--- src/rtl/packet_rr_scheduler.sv ---
// Packet-level round-robin scheduler: one grant held per packet, priority rotates on release.
// Define PRS_WATCHDOG_EN to build the stall watchdog that force-releases a starved grant.
module packet_rr_scheduler #(
    parameter int CHANNEL_NUMBER   = 5,
    parameter int MAX_PACKET_BEATS = 16,
    parameter int WATCHDOG_CYCLES  = 32
) (
    input  logic                              clk_i,
    input  logic                              rst_n_i,
    input  logic [CHANNEL_NUMBER-1:0]         req_valid_i,
    input  logic [CHANNEL_NUMBER-1:0]         req_last_i,
    input  logic                              out_ready_i,
    output logic                              out_valid_o,
    output logic [CHANNEL_NUMBER-1:0]         in_ready_o,
    output logic [CHANNEL_NUMBER-1:0]         grant_o,
    output logic [$clog2(CHANNEL_NUMBER)-1:0] grant_idx_o,
    output logic                              locked_o,
    output logic                              overlength_o,
    output logic                              timeout_o
);
    localparam int IDX_W  = $clog2(CHANNEL_NUMBER);
    localparam int BEAT_W = $clog2(MAX_PACKET_BEATS + 1);
    localparam logic [BEAT_W-1:0] BEAT_LIMIT = BEAT_W'(MAX_PACKET_BEATS - 1);
    localparam logic [IDX_W-1:0]  PTR_RST    = IDX_W'(CHANNEL_NUMBER - 1);

    typedef enum logic {IDLE, BUSY} state_t;

    state_t                    state_q, state_d;
    logic [IDX_W-1:0]          ptr_q, ptr_d, idx_d;
    logic [CHANNEL_NUMBER-1:0] grant_d;
    logic [BEAT_W-1:0]         beat_q, beat_d;
    logic                      ovl_d;
    logic                      xfer, last_sel;

`ifdef PRS_WATCHDOG_EN
    localparam int STALL_W = $clog2(WATCHDOG_CYCLES + 1);
    localparam logic [STALL_W-1:0] STALL_LIMIT = STALL_W'(WATCHDOG_CYCLES - 1);

    logic [STALL_W-1:0] stall_q, stall_d;
    logic               tmo_q, tmo_d;

    assign timeout_o = tmo_q;
`else
    assign timeout_o = 1'b0;
`endif

    // First requester strictly after base, wrapping; the descending loop leaves the nearest one.
    function automatic logic [IDX_W-1:0] rr_pick(input logic [CHANNEL_NUMBER-1:0] req,
                                                 input logic [IDX_W-1:0]          base);
        logic [IDX_W-1:0] pick;
        logic [IDX_W-1:0] cand;
        pick = base;
        for (int k = CHANNEL_NUMBER; k >= 1; k--) begin
            cand = IDX_W'((int'(base) + k) % CHANNEL_NUMBER);
            if (req[cand]) pick = cand;
        end
        return pick;
    endfunction

    // grant_o is one-hot or zero, so masking replaces an indexed select of the granted lane.
    assign out_valid_o = |(req_valid_i & grant_o);
    assign last_sel    = |(req_last_i & grant_o);
    assign in_ready_o  = grant_o & {CHANNEL_NUMBER{out_ready_i}};
    assign xfer        = out_valid_o & out_ready_i;
    assign locked_o    = (state_q == BUSY);

    always_comb begin
        state_d = state_q;
        ptr_d   = ptr_q;
        idx_d   = grant_idx_o;
        grant_d = grant_o;
        beat_d  = beat_q;
        ovl_d   = 1'b0;
`ifdef PRS_WATCHDOG_EN
        stall_d = stall_q;
        tmo_d   = 1'b0;
`endif
        case (state_q)
            IDLE: begin
                if (|req_valid_i) begin
                    idx_d          = rr_pick(req_valid_i, ptr_q);
                    grant_d        = '0;
                    grant_d[idx_d] = 1'b1;
                    beat_d         = '0;
`ifdef PRS_WATCHDOG_EN
                    stall_d        = '0;
`endif
                    state_d        = BUSY;
                end
            end
            BUSY: begin
                if (xfer) begin
                    beat_d = beat_q + BEAT_W'(1);
`ifdef PRS_WATCHDOG_EN
                    stall_d = '0;
`endif
                    if (last_sel || (beat_q == BEAT_LIMIT)) begin
                        ovl_d   = ~last_sel;
                        ptr_d   = grant_idx_o;
                        grant_d = '0;
                        state_d = IDLE;
                    end
                end
`ifdef PRS_WATCHDOG_EN
                else if (!out_valid_o) begin
                    // Only upstream starvation counts; downstream backpressure is legitimate.
                    if (stall_q == STALL_LIMIT) begin
                        tmo_d   = 1'b1;
                        ptr_d   = grant_idx_o;
                        grant_d = '0;
                        state_d = IDLE;
                    end else begin
                        stall_d = stall_q + STALL_W'(1);
                    end
                end
`endif
            end
            default: state_d = IDLE;
        endcase
    end

    always_ff @(posedge clk_i) begin
        if (!rst_n_i) begin
            state_q      <= IDLE;
            ptr_q        <= PTR_RST;
            grant_o      <= '0;
            grant_idx_o  <= '0;
            beat_q       <= '0;
            overlength_o <= 1'b0;
`ifdef PRS_WATCHDOG_EN
            stall_q      <= '0;
            tmo_q        <= 1'b0;
`endif
        end else begin
            state_q      <= state_d;
            ptr_q        <= ptr_d;
            grant_o      <= grant_d;
            grant_idx_o  <= idx_d;
            beat_q       <= beat_d;
            overlength_o <= ovl_d;
`ifdef PRS_WATCHDOG_EN
            stall_q      <= stall_d;
            tmo_q        <= tmo_d;
`endif
        end
    end

endmodule

--- config.mk ---
export PLATFORM = sky130hd
export DESIGN_NAME = packet_rr_scheduler
export DESIGN_NICKNAME = d
export VERILOG_FILES = /design/src/rtl/packet_rr_scheduler.sv
export SDC_FILE = /design/constraint.sdc
export NUM_CORES = 1
export LEC_CHECK = 0
export ABC_AREA = 1
export CAP_MARGIN = 30
export CORE_MARGIN = 1
export CORE_UTILIZATION = 30
export DETAILED_ROUTE_END_ITERATION = 10
export SLEW_MARGIN = 10
export SYNTH_ARGS = -nofsm -noshare
export SYNTH_HDL_FRONTEND = slang
export SYNTH_SLANG_ARGS = --single-unit
export TNS_END_PERCENT = 100
--- constraint.sdc ---
create_clock -name clk_i -period 9.85 [get_ports clk_i]
set_input_delay 2.4625 -clock clk_i [delete_from_list [all_inputs] [get_ports clk_i]]
set_output_delay 2.4625 -clock clk_i [all_outputs]
set_load 0.05 [all_outputs]
==> impl_metrics.csv <==
group,metric,value,unit
die,floorplan.io_pins,30,
critical_path,worst_ep_required_time,7.39,ns
timing,finalSetupTns,0,ns
global_route,globalRouteOverflowTotal,0,
pwr,total_power,199,µW
synthesis,synth_enable_flop_cells,0,
critical_path,critical_path.max_fanout,5,
synthesis,synth.most_common_cell,"sky130_fd_sc_hd__nand2_1",
layout,nets,481,
hold_path,hold_path.class,"flip-flop to flip-flop",
drt,routed_wire_length_per_instance,11.7,µm
die,initial_core_util,31.6,%
job,drv.max_cap_violation_count,0,
drt,vias,2589,
clocking,htreeDepth,1,
layout,num-fill-cells,855,
die,core-area,7850,µm²
synthesis,synth_area_per_cell,5.99,µm²
critical_path,path_cells,"clkdlybuf4s50_1 -> inv_1 -> o22ai_1 -> a21oi_1 -> o211ai_1 -> clkdlybuf4s50_1",
global_route,number_of_antenna_violations_at_the_first_check_in_global_routing,0,
die,fp.dieArea,8640,µm²
placement,placement.io_buffers,28,
synthesis,ys.flop_type,"sky130_fd_sc_hd__dfxtp_1",
layout,antenna_cells_inserted,0,
global_route,grt_pass1_wl,10800,µm
clocking,cts_resized,0,
synthesis,syn_inst,414,
clocking,cts_buffers,3,
placement,detailedPlacementHpwl,5170,µm
timing,finalMaxSlewViolations,0,
pwr,cellPowerDensity,68.7,nW/µm²
timing,timing.final.crit_share,69.6,%
global_route,grt_start_max_net_pins,23,
timing,fin_worst_skew,0.00273,ns
pwr,cellLeakagePower,1.46,nW
global_route,gr-usage-all-layers,15.3,%
synthesis,netlist_top_cells_count,"116 x sky130_fd_sc_hd__nand2_1, 61 x sky130_fd_sc_hd__inv_1, 50 x sky130_fd_sc_hd__nand3_1",
clocking,cts_tree,"yes",
critical_path,worstSetupPathType,"primary input to output port",
drt,met1Wirelength,3020,µm
critical_path,setup_crit_end_kind,"output port",
critical_path,critical-path-max-stage-delay,0.85,ns
pwr,vdd.ir_drop.worst,0.105,mV
clocking,cts.reportedPaths.clkPinSlew,0.07,ns
timing,max_slew.worst_pin.slew,0.890,ns
timing,period_minus_slack,6.86,ns
layout,area_overhead_vs_synth,16.9,%
run_status,run_status,"finished, final reports clean",
drt,vias_per_cell,4.79,
synthesis,synth_area_leaders,"sky130_fd_sc_hd__nand2_1 18%, sky130_fd_sc_hd__dfxtp_1 15%, sky130_fd_sc_hd__ha_1 14%",
placement,gpl.final_weighted_congestion,0.850,
global_route,first_global_vias,2405,
drt,wirelength,6340,µm
critical_path,timing.critical_path.max_delay_family,"buffers and inverters",
clocking,total_of_hold_buffers_inserted_after_clock_tree_synthesis,0,
critical_path,startpoint_types,"primary input",
clocking,cts.root.buffer_cell,"sky130_fd_sc_hd__clkbuf_8",
drt,drt_pre_antenna_iters,4,
critical_path,worst_ep_arrival_time,4.40,ns
synthesis,synth_seq_cells,18,
clocking,post_cts.repair.setup_buffers,0,
drt,top_routing_layer_used,"met4",
drt,total_drc_errors_in_the_routed_layout,0,
timing,grt_setup_unrepaired,"no",
synthesis,synth_top_cell_by_area,"sky130_fd_sc_hd__nand2_1",
die,die_h,92.9,µm
drt,antenna_left,0,
synthesis,synth_seq_area_share,14.5,%
timing,hold_viol_final,0,
critical_path,crit_buf_inv,3,
critical_path,cp_slowest_cell,"sky130_fd_sc_hd__clkdlybuf4s50_1",
die,fp.dieW,92.9,µm
die,num_rows,32,
timing,fmaxAchievable,146,MHz
drt,met2WireLength,3010,µm
synthesis,asyncSetResetFlopFracSynth,0,%
synthesis,yosys_warnings,0,
synthesis,postSynthNetCount,455,
clocking,clk_path_buf_depth,2,
clocking,cts.sink_count,18,
timing,finalHoldWorstSlack,0.468,ns
timing,setup_viol_count_final,0,
synthesis,synthDominantCellAreaShare,17.5,%
drt,met3RoutedLength,157,µm
clocking,clk_latency,0.25,ns
drt,initial_drc_count,85,
synthesis,netlist-cell-type-count,42,
timing,timing.slew.headroom,40.6,%
synthesis,netlist_area,2480,µm²
critical_path,crit_top_cell,"sky130_fd_sc_hd__clkdlybuf4s50_1",
layout,drive_gt1_share,9.79,%
sequential cells by signal, summed over array words and instances, names as in the netlist:
register / flops
locked_o: 1
overlength_o: 1
ptr_q: 3
grant_o: 5
grant_idx_o: 3
beat_q: 5
layer usage:
metal,track usage (%),vias to the layer above
met5,0,-
met4,4.87,0
met3,1.07,11
met2,26.9,44
met1,19.8,1168
li1,-,1366
final timing paths:
path,from,to,slack [ns],cells past startpoint
setup / recovery,req_valid_i[2],out_valid_o,2.99,6
hold / removal,beat_q[4],beat_q[4],0.47,2
hold reg to reg,beat_q[4],beat_q[4],0.47,2
setup reg to reg,ptr_q[0],grant_o[1],5.00,26
logic make-up after synthesis:
| kind of cell | Yosys count | share of synthesized area, % |
|---|---|---|
| adder cells (fa/ha/maj) | 28 | 14.1 |
| flip-flops | 18 | 14.5 |
| buffers and inverters | 75 | 12.2 |
| AO/OA/AOI/OAI | 45 | 11.3 |
| XOR/XNOR | 8 | 3.58 |
| AND/OR/NAND/NOR | 239 | 44.1 |
| other | 1 | 0.151 |
stage by stage:
step	std cells	utilization (%)	cell area (µm²)	setup WS (ns)
final	541	37.0	2900	2.99
after detailed placement	537	36.3	2850	3.03
after floorplan	414	-	2480	4.06
after global routing	541	37.0	2900	2.90
after CTS	541	37.0	2900	3.02
after global placement	537	36.3	2850	3.04
where the power goes:
group / internal, mW / switching [mW]
sequential: 0.0752 / 0.00276
combinational: 0.0213 / 0.0397
clock: 0.0355 / 0.0248
total: 0.132 / 0.0672
area by class of cell:
class                   instances  area, µm²  area share, %
inverters                      68        260           8.97
repair buffers                 28        280           9.66
clock buffers                   4       55.1           1.90
multi-input cells             321       1820           62.7
flip-flops and latches         18        360           12.4
well taps                     102        128           4.40
worst reg2reg max path: stages, from the launching register on:
cell	delay, ns
sky130_fd_sc_hd__dfxtp_1	0.91
sky130_fd_sc_hd__inv_1	0.26
sky130_fd_sc_hd__ha_1	0.65
sky130_fd_sc_hd__inv_1	0.23
sky130_fd_sc_hd__ha_1	0.26
sky130_fd_sc_hd__nor2_1	0.12
sky130_fd_sc_hd__nand3_2	0.12
sky130_fd_sc_hd__nand2_2	0.09
sky130_fd_sc_hd__xor2_1	0.26
sky130_fd_sc_hd__ha_1	0.23
sky130_fd_sc_hd__nand2_1	0.06
sky130_fd_sc_hd__nand2_1	0.10
sky130_fd_sc_hd__nand3_1	0.19
sky130_fd_sc_hd__nand2_2	0.18
sky130_fd_sc_hd__nand2_1	0.06
sky130_fd_sc_hd__nand3b_1	0.07
sky130_fd_sc_hd__nand2_1	0.11
sky130_fd_sc_hd__a21oi_1	0.19
sky130_fd_sc_hd__nand2_1	0.07
sky130_fd_sc_hd__nand2_1	0.08
sky130_fd_sc_hd__nand2_1	0.05
sky130_fd_sc_hd__nand2_1	0.06
sky130_fd_sc_hd__nand2_2	0.09
sky130_fd_sc_hd__nand3_1	0.11
sky130_fd_sc_hd__nor2_1	0.05
sky130_fd_sc_hd__nor2_1	0.08
sky130_fd_sc_hd__nor2_1	0.04
cell usage in the layout, fill, tap and decap left out, types with 2 or more instances in the layout:
master,n
sky130_fd_sc_hd__nand4_1,6
sky130_fd_sc_hd__o21ai_1,3
sky130_fd_sc_hd__a21oi_1,13
sky130_fd_sc_hd__o211ai_1,2
sky130_fd_sc_hd__o21ai_2,4
sky130_fd_sc_hd__a21oi_2,2
sky130_fd_sc_hd__inv_2,5
sky130_fd_sc_hd__inv_1,61
sky130_fd_sc_hd__clkdlybuf4s50_1,28
sky130_fd_sc_hd__o22ai_1,5
sky130_fd_sc_hd__dfxtp_1,18
sky130_fd_sc_hd__nand2_2,13
sky130_fd_sc_hd__ha_1,28
sky130_fd_sc_hd__or2_2,2
sky130_fd_sc_hd__nand2_4,5
sky130_fd_sc_hd__a211oi_1,2
sky130_fd_sc_hd__nor3_1,2
sky130_fd_sc_hd__o21ai_0,9
sky130_fd_sc_hd__clkbuf_8,4
sky130_fd_sc_hd__nand3_1,50
sky130_fd_sc_hd__xor2_1,6
sky130_fd_sc_hd__nand3_2,2
sky130_fd_sc_hd__nand2_1,116
sky130_fd_sc_hd__nor2_1,37
(Power assumes the default switching activity.)
